[src/rtl/sd_sector_arbiter.sv]
// sd_sector_arbiter
//   Shares one sd_reader sector-read engine between two requesters
//   (port 0: boot image loader, port 1: runtime block-device path).
//   Round-robin grant, drives rd_start/rd_sector, forwards the byte stream
//   to the owner, and applies a per-attempt timeout with bounded retry.
//
// Ports
//   clk27mhz, reset          clock, asynchronous active-high reset
//   card_ready               sd_reader initialised; no grant while low
//   reqN_valid/reqN_sector   sector read request (N = 0,1), held until reqN_ack
//   reqN_ack/done/err        1-cycle pulses: accepted / delivered / failed
//   rd_start/rd_sector       to sd_reader (level start, stable sector number)
//   rd_done/rd_outen/rd_outbyte  from sd_reader
//   dat_valid/dat_byte       registered byte stream for the owner
//   dat_owner                owner of current/last transfer
//   busy                     high in every state except IDLE
//   dbg_state                current FSM state encoding
//
// Handshake: a request is offered by holding reqN_valid high with a stable
// reqN_sector; it is taken in the cycle the arbiter pulses reqN_ack, after
// which the requester may drop valid. Completion is reported by exactly one
// reqN_done or reqN_err pulse per accepted request.
module sd_sector_arbiter #(
   parameter int SECTOR_BYTES = 512,
   parameter int TIMEOUT_CYC  = 2_700_000,
   parameter int MAX_RETRY    = 2
) (
   input  logic        clk27mhz,
   input  logic        reset,
   input  logic        card_ready,
   input  logic        req0_valid,
   input  logic [31:0] req0_sector,
   output logic        req0_ack,
   output logic        req0_done,
   output logic        req0_err,
   input  logic        req1_valid,
   input  logic [31:0] req1_sector,
   output logic        req1_ack,
   output logic        req1_done,
   output logic        req1_err,
   output logic        rd_start,
   output logic [31:0] rd_sector,
   input  logic        rd_done,
   input  logic        rd_outen,
   input  logic [7:0]  rd_outbyte,
   output logic        dat_valid,
   output logic [7:0]  dat_byte,
   output logic        dat_owner,
   output logic        busy,
   output logic [2:0]  dbg_state
);

   localparam int TW = $clog2(TIMEOUT_CYC) + 1;
   localparam int BW = $clog2(SECTOR_BYTES) + 1;
   localparam int RW = $clog2(MAX_RETRY + 1) + 1;

   localparam logic [TW-1:0] TMO_LAST  = TW'(TIMEOUT_CYC - 1);
   localparam logic [BW-1:0] BYTES_MAX = BW'(SECTOR_BYTES);
   localparam logic [RW-1:0] RETRY_MAX = RW'(MAX_RETRY);

   typedef enum logic [2:0] {
      S_IDLE  = 3'd0,
      S_ISSUE = 3'd1,
      S_WAIT  = 3'd2,
      S_DONE  = 3'd3,
      S_RETRY = 3'd4,
      S_FAIL  = 3'd5
   } state_t;

   state_t        state_q, state_d;
   logic          last_grant_q, last_grant_d;
   logic          owner_q, owner_d;
   logic [31:0]   rd_sector_q, rd_sector_d;
   logic          rd_start_q, rd_start_d;
   logic [RW-1:0] retry_q, retry_d;
   logic [BW-1:0] byte_q, byte_d;
   logic [TW-1:0] tmo_q, tmo_d;
   logic          ack0_q, ack0_d, ack1_q, ack1_d;
   logic          done0_q, done0_d, done1_q, done1_d;
   logic          err0_q, err0_d, err1_q, err1_d;
   logic          dat_valid_q, dat_valid_d;
   logic [7:0]    dat_byte_q, dat_byte_d;

   logic          gnt;
   logic          byte_take;
   logic [BW-1:0] byte_next;

   // Bytes past a full sector are dropped; byte_next includes a byte arriving
   // in the same cycle as rd_done so the completeness test sees it.
   assign byte_take = (state_q == S_WAIT) && rd_outen && (byte_q < BYTES_MAX);
   assign byte_next = byte_q + {{(BW-1){1'b0}}, byte_take};

   // Tie goes to the port that did not win last; single requester always wins.
   assign gnt = (req0_valid && req1_valid) ? ~last_grant_q : req1_valid;

   always_comb begin
      state_d      = state_q;
      last_grant_d = last_grant_q;
      owner_d      = owner_q;
      rd_sector_d  = rd_sector_q;
      rd_start_d   = rd_start_q;
      retry_d      = retry_q;
      byte_d       = byte_q;
      tmo_d        = tmo_q;
      ack0_d       = 1'b0;
      ack1_d       = 1'b0;
      done0_d      = 1'b0;
      done1_d      = 1'b0;
      err0_d       = 1'b0;
      err1_d       = 1'b0;
      dat_valid_d  = 1'b0;
      dat_byte_d   = dat_byte_q;

      case (state_q)
         S_IDLE: begin
            if (card_ready && (req0_valid || req1_valid)) begin
               ack0_d       = ~gnt;
               ack1_d       = gnt;
               rd_sector_d  = gnt ? req1_sector : req0_sector;
               owner_d      = gnt;
               last_grant_d = gnt;
               retry_d      = '0;
               byte_d       = '0;
               state_d      = S_ISSUE;
            end
         end
         S_ISSUE: begin
            rd_start_d = 1'b1;
            tmo_d      = '0;
            state_d    = S_WAIT;
         end
         S_WAIT: begin
            byte_d      = byte_next;
            dat_valid_d = byte_take;
            if (byte_take) dat_byte_d = rd_outbyte;
            // rd_done takes priority over a timeout expiring in the same cycle.
            if (rd_done) begin
               rd_start_d = 1'b0;
               state_d    = (byte_next == BYTES_MAX) ? S_DONE : S_RETRY;
            end else if (tmo_q == TMO_LAST) begin
               rd_start_d = 1'b0;
               state_d    = S_RETRY;
            end else begin
               tmo_d = tmo_q + 1'b1;
            end
         end
         S_RETRY: begin
            if (retry_q < RETRY_MAX) begin
               retry_d = retry_q + 1'b1;
               byte_d  = '0;
               state_d = S_ISSUE;
            end else begin
               state_d = S_FAIL;
            end
         end
         S_DONE: begin
            done0_d = ~owner_q;
            done1_d = owner_q;
            state_d = S_IDLE;
         end
         S_FAIL: begin
            err0_d  = ~owner_q;
            err1_d  = owner_q;
            state_d = S_IDLE;
         end
         default: state_d = S_IDLE;
      endcase
   end

   always_ff @(posedge clk27mhz or posedge reset) begin
      if (reset) begin
         state_q      <= S_IDLE;
         last_grant_q <= 1'b1;
         owner_q      <= 1'b0;
         rd_sector_q  <= '0;
         rd_start_q   <= 1'b0;
         retry_q      <= '0;
         byte_q       <= '0;
         tmo_q        <= '0;
         ack0_q       <= 1'b0;
         ack1_q       <= 1'b0;
         done0_q      <= 1'b0;
         done1_q      <= 1'b0;
         err0_q       <= 1'b0;
         err1_q       <= 1'b0;
         dat_valid_q  <= 1'b0;
         dat_byte_q   <= '0;
      end else begin
         state_q      <= state_d;
         last_grant_q <= last_grant_d;
         owner_q      <= owner_d;
         rd_sector_q  <= rd_sector_d;
         rd_start_q   <= rd_start_d;
         retry_q      <= retry_d;
         byte_q       <= byte_d;
         tmo_q        <= tmo_d;
         ack0_q       <= ack0_d;
         ack1_q       <= ack1_d;
         done0_q      <= done0_d;
         done1_q      <= done1_d;
         err0_q       <= err0_d;
         err1_q       <= err1_d;
         dat_valid_q  <= dat_valid_d;
         dat_byte_q   <= dat_byte_d;
      end
   end

   assign req0_ack  = ack0_q;
   assign req1_ack  = ack1_q;
   assign req0_done = done0_q;
   assign req1_done = done1_q;
   assign req0_err  = err0_q;
   assign req1_err  = err1_q;
   assign rd_start  = rd_start_q;
   assign rd_sector = rd_sector_q;
   assign dat_valid = dat_valid_q;
   assign dat_byte  = dat_byte_q;
   assign dat_owner = owner_q;
   assign busy      = (state_q != S_IDLE);
   assign dbg_state = state_q;

endmodule

[config.mk]
export PLATFORM = sky130hd
export DESIGN_NAME = sd_sector_arbiter
export DESIGN_NICKNAME = d
export VERILOG_FILES = /design/src/rtl/sd_sector_arbiter.sv
export SDC_FILE = /design/constraint.sdc
export NUM_CORES = 1
export LEC_CHECK = 0
export CORE_AREA = 2 2 103 105
export CTS_BUF_LIST = sky130_fd_sc_hd__clkbuf_16
export DETAILED_ROUTE_END_ITERATION = 7
export DIE_AREA = 0 0 105 107
export PLACE_DENSITY = 0.76
export RECOVER_POWER = 100
export SLEW_MARGIN = 20
export SYNTH_ARGS = -nofsm -noshare
export SYNTH_HDL_FRONTEND = slang
export SYNTH_SLANG_ARGS = --single-unit
[constraint.sdc]
create_clock -name clk27mhz -period 8.3 [get_ports clk27mhz]
set_input_delay 1.245 -clock clk27mhz [delete_from_list [all_inputs] [get_ports clk27mhz]]
set_output_delay 1.245 -clock clk27mhz [all_outputs]
set_load 0.02 [all_outputs]
==> results of run 1 <==
[kinds of logic after synthesis]
group	count (synthesis)	share of synthesized area, %
flops	89	49.9
xor+xnor	9	1.77
mux	43	9.90
fa+ha+maj	4	1.12
compound gates	101	14.3
simple gates	160	19.2
buf+inv	34	3.84
[stage by stage]
step / cells / utilization [%] / power, mW / hold slack (ps) / setup slack (ps)
4_1_cts: 696 / 61.3 / 1.86 / 483 / 4830
5_1_grt: 696 / 60.8 / 1.89 / 501 / 3020
3_5_place_dp: 680 / 57.7 / 1.35 / 470 / 4570
2_1_floorplan: 440 / - / 1.03 / 463 / 4750
3_3_place_gp: 680 / 57.7 / 1.34 / 462 / 4670
6_report: 696 / 60.8 / 1.78 / 471 / 3520
[registers in the layout, indices dropped and copies added (netlist names)]
name          flops
rd_sector        32
tmo_q            23
byte_q           10
dat_byte          8
dbg_state         3
retry_q           3
dat_owner         1
dat_valid         1
last_grant_q      1
rd_start          1
req0_ack          1
req0_done         1
req0_err          1
req1_ack          1
req1_done         1
req1_err          1
[final cells by class]
type                            count  area, um^2  area share (%)
Sequential cell                    89        2230            36.3
Multi-Input combinational cell    317        2030            33.0
Timing Repair Buffer              134        1340            21.8
Clock buffer                        9         225            3.67
Tap cell                          136         170            2.77
Clock inverter                      7         134            2.18
Inverter                            4        16.3           0.265
[layout by cell type, fill, tap and decap left out, drive strengths merged, types with 6 or more instances in the layout]
cell type,instances
a21oi,12
and3,6
clkbuf,9
clkdlybuf4s50,75
dfrtp,88
dlygate4sd3,56
mux2,9
mux2i,34
nand2,60
nand3,11
nand4,11
nor2,25
nor3,6
o211ai,6
o21ai,54
o31ai,6
or3,7
xnor2,7
[worst max-delay path: stages]
cell           delay (ps)
dlygate4sd3_1         590
o21ai_0               340
or2_0                2220
o21ai_0               440
[metal layers]
metal / share of wire [%] / global-route usage (%) / vias to the layer above
li1: - / - / 1819
met1: 41 / 23.8 / 1805
met2: 50 / 33.6 / 117
met3: 8.1 / 7.90 / 17
met4: 1.6 / 7.05 / 0
met5: 0 / 0 / -
[where the power goes]
group          internal (mW)  switching, mW
clock network          0.322          0.165
logic                  0.283          0.369
registers              0.556         0.0827
[how the worst max path moves through the flow]
stage | slack (ps) | to | start
floorplan | 4750 | byte_q[0] | reset
global placement | 4670 | dbg_state[0] | rd_outen
detailed placement | 4570 | dbg_state[0] | rd_outen
CTS | 4830 | dbg_state[0] | dbg_state[1]
global route | 3020 | dat_owner | req0_valid
finish | 3520 | rd_sector[28] | req0_valid
==> reports/results.ini, run 1 <==
[die]
fp.dieH_um = 107
dieArea_um2 = 11200
core_um2 = 10100
pin_count = 132
die_w_um = 105
start_util_pct = 44.2
row_count = 37

[clocking]
clk_pin_slew_ps = 60
cts_htree_levels = 3
cts.path.max_buffers = 2
hold_buffers = 0
postCtsSetupRepairBufs = 0
cts_tree = done
cts_sinks = 89
cts_buffers = 9
cts_resized = 0
cts_root_buf = clkbuf_16
clk_latency_ps = 340

[synthesis]
syn_avg_cell_area_um2 = 10.1
ys_ff_latch = 89
ys.warnings.count = 0
synth_edf_count = 0
syn_inst = 440
syn_nets = 523
yosysUniqueCellTypes = 59
synth_area_leaders = dfrtp_1, mux2i_1, nand2_1
synthTopCellsByCount = dfrtp_1, nand2_1, mux2i_1
seq_area_frac_synth_pct = 49.9
synth_top_area_share_pct = 49.4
async_flop_share_pct = 100
yosysMostFrequentCell = dfrtp_1
synth_top_area_cell = dfrtp_1
synth_ff_type = dfrtp_1
synth_area_um2 = 4460

[route]
drt_iter0_drc = 151
via_per_inst = 5.40
wl_per_cell_um = 15.5
drtPass1Iterations = 4
wl_um = 10800
route.detailed.drc = 0
via_count = 3758
antenna_left = 0

[status]
violations = max-capacitance violations, max-slew violations
status = finished with violations

[timing]
post-route-period-util_pct = 57.6
fmaxAchievable_ghz = 0.209
min_period_ps = 4780
fin_skew_ps = 3.34
maxSlewHeadroom_pct = -101
rsz0062_at_grt = no
fin_tns_setup_ps = 0
drv_slew = 71
hold_viol = 0
setup_viol = 0
worstMarginPinSlew_ps = 3020

[worst_setup_path]
reg2reg_depth = 9
arrival_ps = 4850
r2r_start = dbg_state[1]
regToRegSetupSlack_ps = 4520
path_class = in2reg
setup.worst_path.end_class = flop
timing.rr.end = dbg_state[0]
crit_path_start_kind = input pin
worstPathRequired_ps = 8370
critPathMaxFanout = 70

[power]
vdd_drop_max_uv = 157
pwr_density_cell_nw_per_um2 = 290
power.leakage_nw = 2.72

[grt]
grt_pass1_vias = 3826
grt_antenna_before_repair = 0
grt_max_degree = 90
grt_overflow_total = 0
grt_pass1_wl_um = 18200
grt_usage_pct = 20.2

[hold_path]
whs_endpoint = rd_sector[27]
min_delay_path_depth = 2
holdCritPathClass = reg2reg
min-delay-start = rd_sector[27]

[placed_design]
routabilityCongestion = 0.861
dpl-instance-area_um2 = 5830
dp_hpwl_um = 7720
io_buffers = 131

[cells_and_area]
nets = 638
fillCellCount = 882
area_growth_pct = 37.6
fin_area_um2 = 6140
drive_above_1_share_pct = 4.64
antenna_cells = 0

[run]
maxCapViolations = 1

No activity file was read; power rests on OpenSTA's default activity.
==> run 2: changes to the inputs <==
==> constraint.sdc (replaced) <==
create_clock -name clk27mhz -period 4.65 [get_ports clk27mhz]
set_input_delay 0.6975 -clock clk27mhz [delete_from_list [all_inputs] [get_ports clk27mhz]]
set_output_delay 0.6975 -clock clk27mhz [all_outputs]
set_load 0.02 [all_outputs]
==> run 2 against run 1 <==
The run still ends with max-capacitance violations, max-slew violations left. Total power up 67%. Setup slack worse by 2500 ps. Non-clock buffer count unchanged. Largest cell class unchanged. Largest power group unchanged.
==> reports/results.ini, run 2 (synthesized netlist as in run 1, its figures left out) <==
[status]
status = finished with violations
violations = max-capacitance violations, max-slew violations

[timing]
post-route-period-util_pct = 77.9
drv_slew = 111  ; +56%
maxSlewHeadroom_pct = -23.5  ; +78 points
min_period_ps = 3620
setup_viol = 0  ; unchanged
rsz0062_at_grt = no
worstMarginPinSlew_ps = 1850  ; -1170 ps
fmaxAchievable_ghz = 0.276
fin_tns_setup_ps = 0  ; unchanged
hold_viol = 0  ; unchanged
fin_skew_ps = 9.47  ; +6.14 ps

[clocking]
cts_htree_levels = 3  ; unchanged
clk_pin_slew_ps = 70  ; about the same
cts_resized = 0  ; unchanged
cts.path.max_buffers = 2  ; unchanged
cts_sinks = 89  ; unchanged
postCtsSetupRepairBufs = 0  ; unchanged
cts_buffers = 9  ; unchanged
cts_tree = done
cts_root_buf = clkbuf_16
hold_buffers = 0  ; unchanged
clk_latency_ps = 340  ; about the same

[power]
power.leakage_nw = 2.67  ; -1.9%
pwr_density_cell_nw_per_um2 = 490  ; +69%
vdd_drop_max_uv = 268  ; +70%

[route]
drtPass1Iterations = 4  ; unchanged
antenna_left = 0  ; unchanged
drt_iter0_drc = 138  ; -8.6%
wl_um = 10700  ; -0.78%
via_per_inst = 5.29  ; -2.1%
route.detailed.drc = 0  ; unchanged
via_count = 3680  ; -2.1%
wl_per_cell_um = 15.4  ; -0.78%

[grt]
grt_pass1_wl_um = 17600  ; -3.1%
grt_antenna_before_repair = 0  ; unchanged
grt_overflow_total = 0  ; unchanged
grt_usage_pct = 19.7  ; -0.48 points
grt_max_degree = 71  ; -21%
grt_pass1_vias = 3570  ; -6.7%

[worst_setup_path]
cp_common_cell = ha_1
crit_path_start_kind = flop
path_delay_family = simple AND/OR/NAND/NOR gates
critPathBufInv = 0  ; -1
critPathMaxFanout = 15  ; -79%
critical-path-slowest-cell = a2111oi_0
worstPathRequired_ps = 4930  ; -3440 ps
reg2reg_depth = 9  ; unchanged
crit_chain = or3b_1 > nor3b_1 > ha_1 > ha_1 > and4_1 > and3_1 > o21ai_0 > a2111oi_0 > a22o_1
timing.rr.end = dbg_state[0]
r2r_start = dbg_state[1]
max_stage_delay_ps = 760  ; -1460 ps
regToRegSetupSlack_ps = 1030  ; -3490 ps
setup.worst_path.end_class = flop
path_class = reg2reg
arrival_ps = 3900  ; -950 ps

[die]
fp.dieH_um = 107  ; unchanged
row_count = 37  ; unchanged
dieArea_um2 = 11200  ; unchanged
core_um2 = 10100  ; unchanged
start_util_pct = 44.2  ; unchanged
die_w_um = 105  ; unchanged
pin_count = 132  ; unchanged

[placed_design]
routabilityCongestion = 0.857  ; -0.49%
dp_hpwl_um = 7880  ; +2.1%
dpl-instance-area_um2 = 5830  ; unchanged
io_buffers = 131  ; unchanged

[cells_and_area]
nets = 638  ; unchanged
ff_latch_area_um2 = 2230  ; unchanged
fillCellCount = 888  ; +0.68%
area_growth_pct = 35.5
drive_above_1_share_pct = 4.64  ; unchanged
mostFrequentLayoutCell = dfrtp_1
fin_area_um2 = 6050  ; -1.5%
multiInputGateArea_um2 = 2030  ; about the same
largest_register_ffs = 32  ; unchanged
antenna_cells = 0  ; unchanged
layout_common_cells = dfrtp_1, clkdlybuf4s50_1, nand2_1, dlygate4sd3_1, o21ai_0

[run]
maxCapViolations = 2  ; +1

[hold_path]
whs_endpoint = rd_sector[25]
min-delay-start = rd_sector[25]
holdCritPathClass = reg2reg
min_delay_path_depth = 2  ; unchanged

[run 2: through the flow]
step	std cells	total power [mW]	worst slack, ps	utilization [%]	hold slack, ps
floorplan	440	1.84	1550	-	463
global placement	680	2.39	1480	57.7	463
detailed placement	680	2.42	1360	57.7	474
CTS	696	3.09	1300	60.4	490
global route	696	3.15	843	59.9	502
finish	696	2.96	1030	59.9	475
[run 2: layer usage]
layer	wire length, um	GRT usage [%]	part of all wire, %
met4	130	6.67	1.2
met1	4580	25.4	43
met3	827	6.50	7.7
met2	5170	31.4	48
met5	0	0	0
[run 2: tightest hold or removal path, cell delays in order (launching register included)]
cell and delay [ps]:
dfrtp_1 340, nand2_1 40, o21ai_0 60
[run 2: layout make-up]
| type | instances | share of cell area, % |
|---|---|---|
| well taps | 136 | 2.81 |
| repair buffers | 134 | 22.0 |
| clock inverters | 7 | 0.766 |
| inverters | 4 | 0.269 |
| multi-input cells | 317 | 33.5 |
| clock buffers | 9 | 3.73 |
| flip-flops and latches | 89 | 36.9 |
[run 2: how the worst max path moves through the flow]
stage	endpoint	depth (start not counted)	startpoint	slack (ps)
2_1_floorplan	dbg_state[0]	12	dbg_state[0]	1550
3_3_place_gp	dbg_state[0]	9	dbg_state[1]	1480
3_5_place_dp	dbg_state[0]	9	dbg_state[1]	1360
4_1_cts	dbg_state[0]	9	dbg_state[1]	1300
5_1_grt	dbg_state[0]	9	dbg_state[1]	840
6_report	dbg_state[0]	9	dbg_state[1]	1030
[run 2: where the power goes]
group / switching [mW] / internal (mW) / leakage [nW]
Clock: 0.305 / 0.361 / 0.129
Combinational: 0.663 / 0.502 / 1.38
Sequential: 0.139 / 0.992 / 1.16
Total: 1.11 / 1.85 / 2.67
